<file path="config.mk">
export PLATFORM = sky130hd
export DESIGN_NAME = program_counter
export DESIGN_NICKNAME = d
export VERILOG_FILES = /design/src/rtl/program_counter_pkg.sv /design/src/rtl/pc_incrementer.sv /design/src/rtl/program_counter.sv
export SDC_FILE = /design/constraint.sdc
export NUM_CORES = 1
export LEC_CHECK = 0
export ABC_AREA = 0
export BUFFER_PORTS_ARGS = -buffer_cell sky130_fd_sc_hd__buf_2
export CELL_PAD_IN_SITES_DETAIL_PLACEMENT = 2
export CELL_PAD_IN_SITES_GLOBAL_PLACEMENT = 2
export CORE_MARGIN = 10
export CORE_UTILIZATION = 25
export CTS_CLUSTER_SIZE = 20
export DETAILED_ROUTE_END_ITERATION = 10
export PLACE_DENSITY = 0.72
export SLEW_MARGIN = 20
export SYNTH_ARGS = -nofsm -noshare
export SYNTH_HDL_FRONTEND = slang
export SYNTH_HIERARCHICAL = 1
export SYNTH_SLANG_ARGS = --single-unit
</file>
<file path="constraint.sdc">
create_clock -name clk -period 4.4 [get_ports clk]
set_clock_uncertainty 0.2 [all_clocks]
set_input_delay 0.66 -clock clk [delete_from_list [all_inputs] [get_ports clk]]
set_output_delay 0.66 -clock clk [all_outputs]
set_load 0.05 [all_outputs]
</file>
<file path="src/rtl/program_counter_pkg.sv">
// Shared types and constants for the program counter.
// Holds the RUN/HALT state encoding and the default counter width.
package program_counter_pkg;

    localparam int PC_WIDTH_DEFAULT = 16;

    typedef enum logic {
        RUN  = 1'b0,
        HALT = 1'b1
    } pc_state_t;

endpackage

</file>
<file path="src/rtl/pc_incrementer.sv">
// Combinational WIDTH-bit +1 adder for the program counter.
// The carry-out marks the all-ones to zero rollover.
module pc_incrementer #(
    parameter int WIDTH = 16
) (
    input  logic [WIDTH-1:0] a,
    output logic [WIDTH-1:0] sum,
    output logic             carry
);

    // Extend by one bit so the rollover shows up as the top bit.
    assign {carry, sum} = {1'b0, a} + {{WIDTH{1'b0}}, 1'b1};

endmodule

</file>
<file path="src/rtl/program_counter.sv">
// Loadable, stallable program counter with a registered wrap pulse.
// Define PC_HALT_EN to add halt_req/resume and the RUN/HALT FSM.
module program_counter
    import program_counter_pkg::*;
#(
    parameter int               WIDTH     = PC_WIDTH_DEFAULT,
    parameter logic [WIDTH-1:0] RESET_VAL = '0
) (
    input  logic             clk,
    input  logic             rst,
    input  logic             st,
    input  logic [WIDTH-1:0] x,
    input  logic             stall,
`ifdef PC_HALT_EN
    input  logic             halt_req,
    input  logic             resume,
`endif
    output logic [WIDTH-1:0] q,
    output logic             wrap,
    output logic             halted
);

    logic [WIDTH-1:0] sum;
    logic             carry;
    logic             hold;

    pc_incrementer #(
        .WIDTH (WIDTH)
    ) u_inc (
        .a     (q),
        .sum   (sum),
        .carry (carry)
    );

`ifdef PC_HALT_EN
    pc_state_t state_q;
    pc_state_t state_d;

    // State register; reset always returns to RUN.
    always_ff @(posedge clk) begin
        if (rst) begin
            state_q <= RUN;
        end else begin
            state_q <= state_d;
        end
    end

    // Next state: halt_req wins over resume in the same cycle.
    always_comb begin
        state_d = state_q;
        unique case (state_q)
            RUN: begin
                if (halt_req) state_d = HALT;
            end
            HALT: begin
                if (resume && !halt_req) state_d = RUN;
            end
        endcase
    end

    assign halted = (state_q == HALT);
    // The increment is also suppressed in the cycle halt is requested.
    assign hold   = stall || halted || halt_req;
`else
    assign halted = 1'b0;
    assign hold   = stall;
`endif

    // Counter and wrap pulse: rst > st > hold > increment.
    always_ff @(posedge clk) begin
        if (rst) begin
            q    <= RESET_VAL;
            wrap <= 1'b0;
        end else if (st) begin
            q    <= x;
            wrap <= 1'b0;
        end else if (hold) begin
            wrap <= 1'b0;
        end else begin
            q    <= sum;
            wrap <= carry;
        end
    end

endmodule
</file>
==> run metrics, run 1 <==
root buffer cell=clkbuf_8; sequential-to-total area share from yosys stat=a little under a third; Async SR Flop Fraction=0%; initial antenna violation count=0; DR iter-0 viols=18; Synth Warn #=6; layout cell share with drive strength beyond 1=roughly a third; fin crit period=about 2000 ps; R2R Setup Slk=roughly 2500 ps; CP required=4370 ps; CP cell instances=ha_1, nand4_2, nor3_1, xor2_1, mux2i_1, a211oi_1; Initial Utilization=25.8%; post-CTS sizing=0; Post-synth EDFFs=0; clock sink count=17; die height=between 80 and 90 µm; Cells after Synth=~120; part of the cycle the worst path needs=44.2%; H-tree lvl count=1; nets=about 170; Crit path buffers/inverters=0; Clk Latency, worst-skew pair=between 200 and 300 ps; fill cell count=approximately 510; final std cells w/o fill=slightly above 200; Crit path depth=6; hold endpoint=q[14]; Total Routing Usage GR=~9.3%; Reg clk slew, reported paths=70 ps; HPWL Detailed=around 2700 µm; Worst path max stage delay=420 ps; syn avg cell area=between 9 and 10 µm²; Critical R2R Capture=q[10]; Die ar.=approximately 7600 µm²; DRC viols=0; Inst Count DP=200; routability cong.=around 0.76; I/O pins=38; maxcap violations=0; antenna-violating nets left=0; via/cell ratio=between 4 and 5; Max stage delay cell, worst path=dfxtp_1; die width=87.0 µm; Arr. time, crit path=roughly 1900 ps; power per cell area=304 nW/µm²; Main synth FF type=dfxtp_1; RR Startpoint=q[0]; synthesized flop and latch total=17; largest net degree at the start of global routing=19; WL/cell=~17 µm; startpoint types=flop; post-route cell area=~1400 µm²; met1 Use GR=a little over a tenth; Yosys top cell by area=dfxtp_1; Slew Viols, Final=0; final WL=between 3000 and 4000 µm; Hold Startpoint=q[14]; top cell type's share of synthesized area=slightly above 30%; setup total negative slack=0 ps; CP endpoint kind=flop; Hold Path Depth=2; Netlist cell types=27; post-synthesis cell area=between 1000 and 1500 µm²; Syn-to-layout area delta=20.6%; GRT Residual Overflow=0; kind of critical path=reg2reg; cell family with most CP delay=simple AND/OR/NAND/NOR gates; status=finished, final reports clean; layer with the highest usage=met2; CTS Buf Count=3; GRT met3 Usage=5.06%; Worst Tran Pin Value=slightly above 600 ps; Hold Crit Class=reg2reg; Post-CTS Setup Repair Bufs=0; core area=between 4000 and 5000 µm²; CTS tree=built; RSZ-0062 raised after global routing=no; first-pass GRT wire length=5690 µm; static leakage=between 0.6 and 0.7 nW; Placed Instance Area=between 1000 and 1500 µm²; IO buf count=36; Hold Vio Cnt, Final=0; drt pass-1 iters=2; relative slew slack=about three fifths; Clock Path Buffers=2; CP Max Fanout=6; vias in the first global route=between 1000 and 1500; most frequent cell after synthesis=dfxtp_1; hold buffers post-CTS=0; Setup violations, final=0; Cell Rows=24; n_diodes=0; grt met2 use=about 15%; synth cell count leaders=17 x dfxtp_1, 16 x mux2i_1, 16 x nor2b_1; vias=roughly 1000; Max Clk Rate=roughly 500 MHz; synth top area cells=dfxtp_1 30%, mux2i_1 14%, a211oi_1 10%, nor2b_1 8.9%, xor2_1 7.8%; cell count of the worst reg-to-reg path=6; syn_nets=between 100 and 150; IR drop worst, VDD=between 0.0001 and 0.00015 V
==> worst max-delay path by stage <==
stage	start	slack, ps	endpoint
after CTS	q[0]	2410	q[10]
final	q[0]	2460	q[10]
after detailed placement	q[0]	2430	q[10]
after global routing	q[0]	2260	q[10]
after global placement	q[1]	2510	q[10]
after floorplan	q[0]	2200	q[14]
==> cells by family after synthesis <==
logic type | share of synthesized area, %
buffers and inverters | 6.57
and+or+nand+nor | 25.4
muxes | 14.3
AOI/OAI and AO/OA | 11.1
xor gates and xnor gates | 10.9
DFF | 30.3
adders and majority gates | 1.11
other | 0.334
==> routing by layer <==
| metal | part of all wire (%) | vias up |
|---|---|---|
| li1 | - | 485 |
| met1 | 45 | 483 |
| met2 | 46 | 31 |
| met3 | 9.3 | 0 |
| met4 | 0 | 0 |
| met5 | 0 | - |
==> worst register-to-register path: stages (launching register included) <==
cell,delay (ps)
dfxtp_1,420
ha_1,270
nand4_2,170
nor3_1,290
xor2_1,180
mux2i_1,90
a211oi_1,240
==> report_power, final <==
part | total [mW] | switching (mW) | internal, mW
clock | 0.119 | 0.0545 | 0.0643
combinational | 0.109 | 0.0741 | 0.0352
sequential | 0.183 | 0.0183 | 0.165
total | 0.412 | 0.147 | 0.265
==> cell type report <==
cell class / instances / area, µm² / area share (%)
Tap cell: 52 / 65.1 / 4.80
Timing Repair Buffer: 36 / 180 / 13.3
Multi-Input combinational cell: 91 / 709 / 52.4
Inverter: 4 / 15.0 / 1.11
Clock buffer: 4 / 45.0 / 3.32
Sequential cell: 17 / 340 / 25.1
==> cell usage in the layout (no fill, tap or decap), types with 5 or more instances in the layout <==
cell,instances
a211oi_1,15
buf_2,36
dfxtp_1,17
mux2i_1,16
nor2_1,5
nor2b_1,16
xor2_1,10
==> per-stage QoR <==
stage	setup slack (ps)	hold slack [ps]	util, %	total power [mW]
3_3_place_gp	2510	374	30.1	0.294
2_1_floorplan	2200	609	-	0.268
6_report	2460	413	31.1	0.412
3_5_place_dp	2430	415	30.1	0.298
5_1_grt	2260	462	31.1	0.437
4_1_cts	2410	429	31.1	0.421
==> sequential cells by signal (all words and copies together), names as in the netlist <==
signal / cells
wrap: 1
q: 16
No activity file was read; power rests on OpenSTA's default activity.
==> run 2, diff against run 1 <==
==> constraint.sdc (replaced) <==
create_clock -name clk -period 1.9 [get_ports clk]
set_clock_uncertainty 0.2 [all_clocks]
set_input_delay 0.285 -clock clk [delete_from_list [all_inputs] [get_ports clk]]
set_output_delay 0.285 -clock clk [all_outputs]
set_load 0.05 [all_outputs]
==> run metrics, run 2 (synthesized netlist as in run 1, its figures left out) <==
CTS Buf Count=3 (unchanged); Crit path buffers/inverters=0 (unchanged); Arr. time, crit path=1780 ps (-130 ps); n_diodes=0 (unchanged); Initial Utilization=25.8% (unchanged); power per cell area=688 nW/µm² (+130%); Clock Path Buffers=2 (unchanged); Max stage delay cell, worst path=dfxtp_4; Hold Crit Class=in2reg; via/cell ratio=4.89 (-0.18%); Util after Layout=32.1% (+1.0 points); Clk Latency, worst-skew pair=250 ps (about the same); final WL=3480 µm (-1.3%); part of the cycle the worst path needs=95.8% (+52 points); max reg flops=16 (unchanged); status=finished, final reports clean; Worst path max stage delay=370 ps (-50 ps); CP required=1860 ps (-2510 ps); vias in the first global route=1136 (-0.79%); largest net degree at the start of global routing=19 (unchanged); RSZ-0062 raised after global routing=yes; final std cells w/o fill=206 (+0.98%); relative slew slack=59.3% (-0.12 points); HPWL Detailed=2670 µm (-1.2%); Die ar.=7580 µm² (unchanged); commonest non-fill, non-tap cell in the layout=buf_2; Largest Register=q; cell family with most CP delay=simple AND/OR/NAND/NOR gates; fin crit period=1820 ps (-124 ps); kind of critical path=reg2reg; GRT Residual Overflow=0 (unchanged); IR drop worst, VDD=0.000272 V (+160%); root buffer cell=clkbuf_8; Max Clk Rate=550 MHz (+6.8%); clock sink count=17 (unchanged); die height=87.0 µm (unchanged); Inst Count DP=201 (+0.50%); WL/cell=16.9 µm (-2.2%); CP Max Fanout=6 (unchanged); CP cell instances=ha_1, nand4_2, nor3_1, xor2_1, mux2i_1, a211oi_1; core area=4350 µm² (unchanged); first-pass GRT wire length=5680 µm (-0.12%); setup ws final=80.5 ps (-2380 ps); Reg clk slew, reported paths=70 ps (about the same); Slew Viols, Final=0 (unchanged); IO buf count=36 (unchanged); CP endpoint kind=flop; Worst Tran Pin Value=610 ps (+1.77 ps); fill cell count=505 (-0.20%); H-tree lvl count=1 (unchanged); vias=1007 (+0.80%); nets=176 (+1.1%); layout cell share with drive strength beyond 1=40.3% (+8.7 points); DR iter-0 viols=32 (+14); routability cong.=0.740 (-2.0%); startpoint types=flop; commonest non-fill, non-tap cells in the layout=36 x buf_2, 16 x mux2i_1, 16 x nor2b_1; maxcap violations=0 (unchanged); Place WS=84.6 ps (-2350 ps); antenna-violating nets left=0 (unchanged); Setup violations, final=0 (unchanged); Cell Rows=24 (unchanged); initial antenna violation count=0 (unchanged); total chip power=0.963 mW (+130%); Hold Vio Cnt, Final=0 (unchanged); CTS tree=built; DRC viols=0 (unchanged); Total Routing Usage GR=9.14% (-0.15 points); Syn-to-layout area delta=24.5%; largest registers=q x16, wrap x1; static leakage=0.644 nW (+4.9%); drt pass-1 iters=3 (+1); die width=87.0 µm (unchanged); I/O pins=38 (unchanged)
-- run 2: cell types whose count changed in the layout (fill, tap and decap cells not counted), sizes merged --
cell / change
buf: +2
-- run 2: per-stage QoR --
step                hold slack (ps)  instance area, µm²  TNS, ps
finish                          116                1400        0
CTS                             113                1380        0
detailed placement              386                1340        0
global route                    136                1400    -84.2
floorplan                       266                1140        0
global placement                376                1340        0
-- run 2: metal layers --
layer  part of all wire [%]  wire [µm]  GRT usage [%]
met1                     46       1590           10.6
met2                     44       1540           14.7
met3                    9.7        337           5.34
met4                   0.35         12          0.884
met5                      0          0              0
-- run 2: final timing paths --
check              from    end  slack [ps]  cells past startpoint
setup / recovery   q[0]  q[10]          80                      6
hold / removal     x[6]   q[6]         120                      3
setup reg to reg   q[0]  q[10]          80                      6
hold reg to reg   q[12]  q[12]         410                      2
-- run 2: cell type report --
class | count | area [µm²] | area share [%]
Clock buffer | 4 | 45.0 | 3.22
Inverter | 4 | 15.0 | 1.07
Multi-Input combinational cell | 91 | 718 | 51.3
Sequential cell | 17 | 360 | 25.8
Tap cell | 52 | 65.1 | 4.65
Timing Repair Buffer | 38 | 195 | 14.0
-- run 2: timing repair --
action | in CTS | in global routing
hold buffers | 0 | 0
gates resized for setup | 0 | 1
endpoints found under the setup margin | 0 | 4
setup buffers | 0 | 1
-- run 2: tightest hold or removal path: cells and delay by family --
family          cells  cell delay [ps]
compound gates      1               50
buf+inv             1               90
simple gates        1              100
-- run 2: where the power goes --
part / internal (mW) / switching (mW)
Combinational: 0.0830 / 0.170
Sequential: 0.386 / 0.0423
Clock: 0.149 / 0.133
Total: 0.618 / 0.345
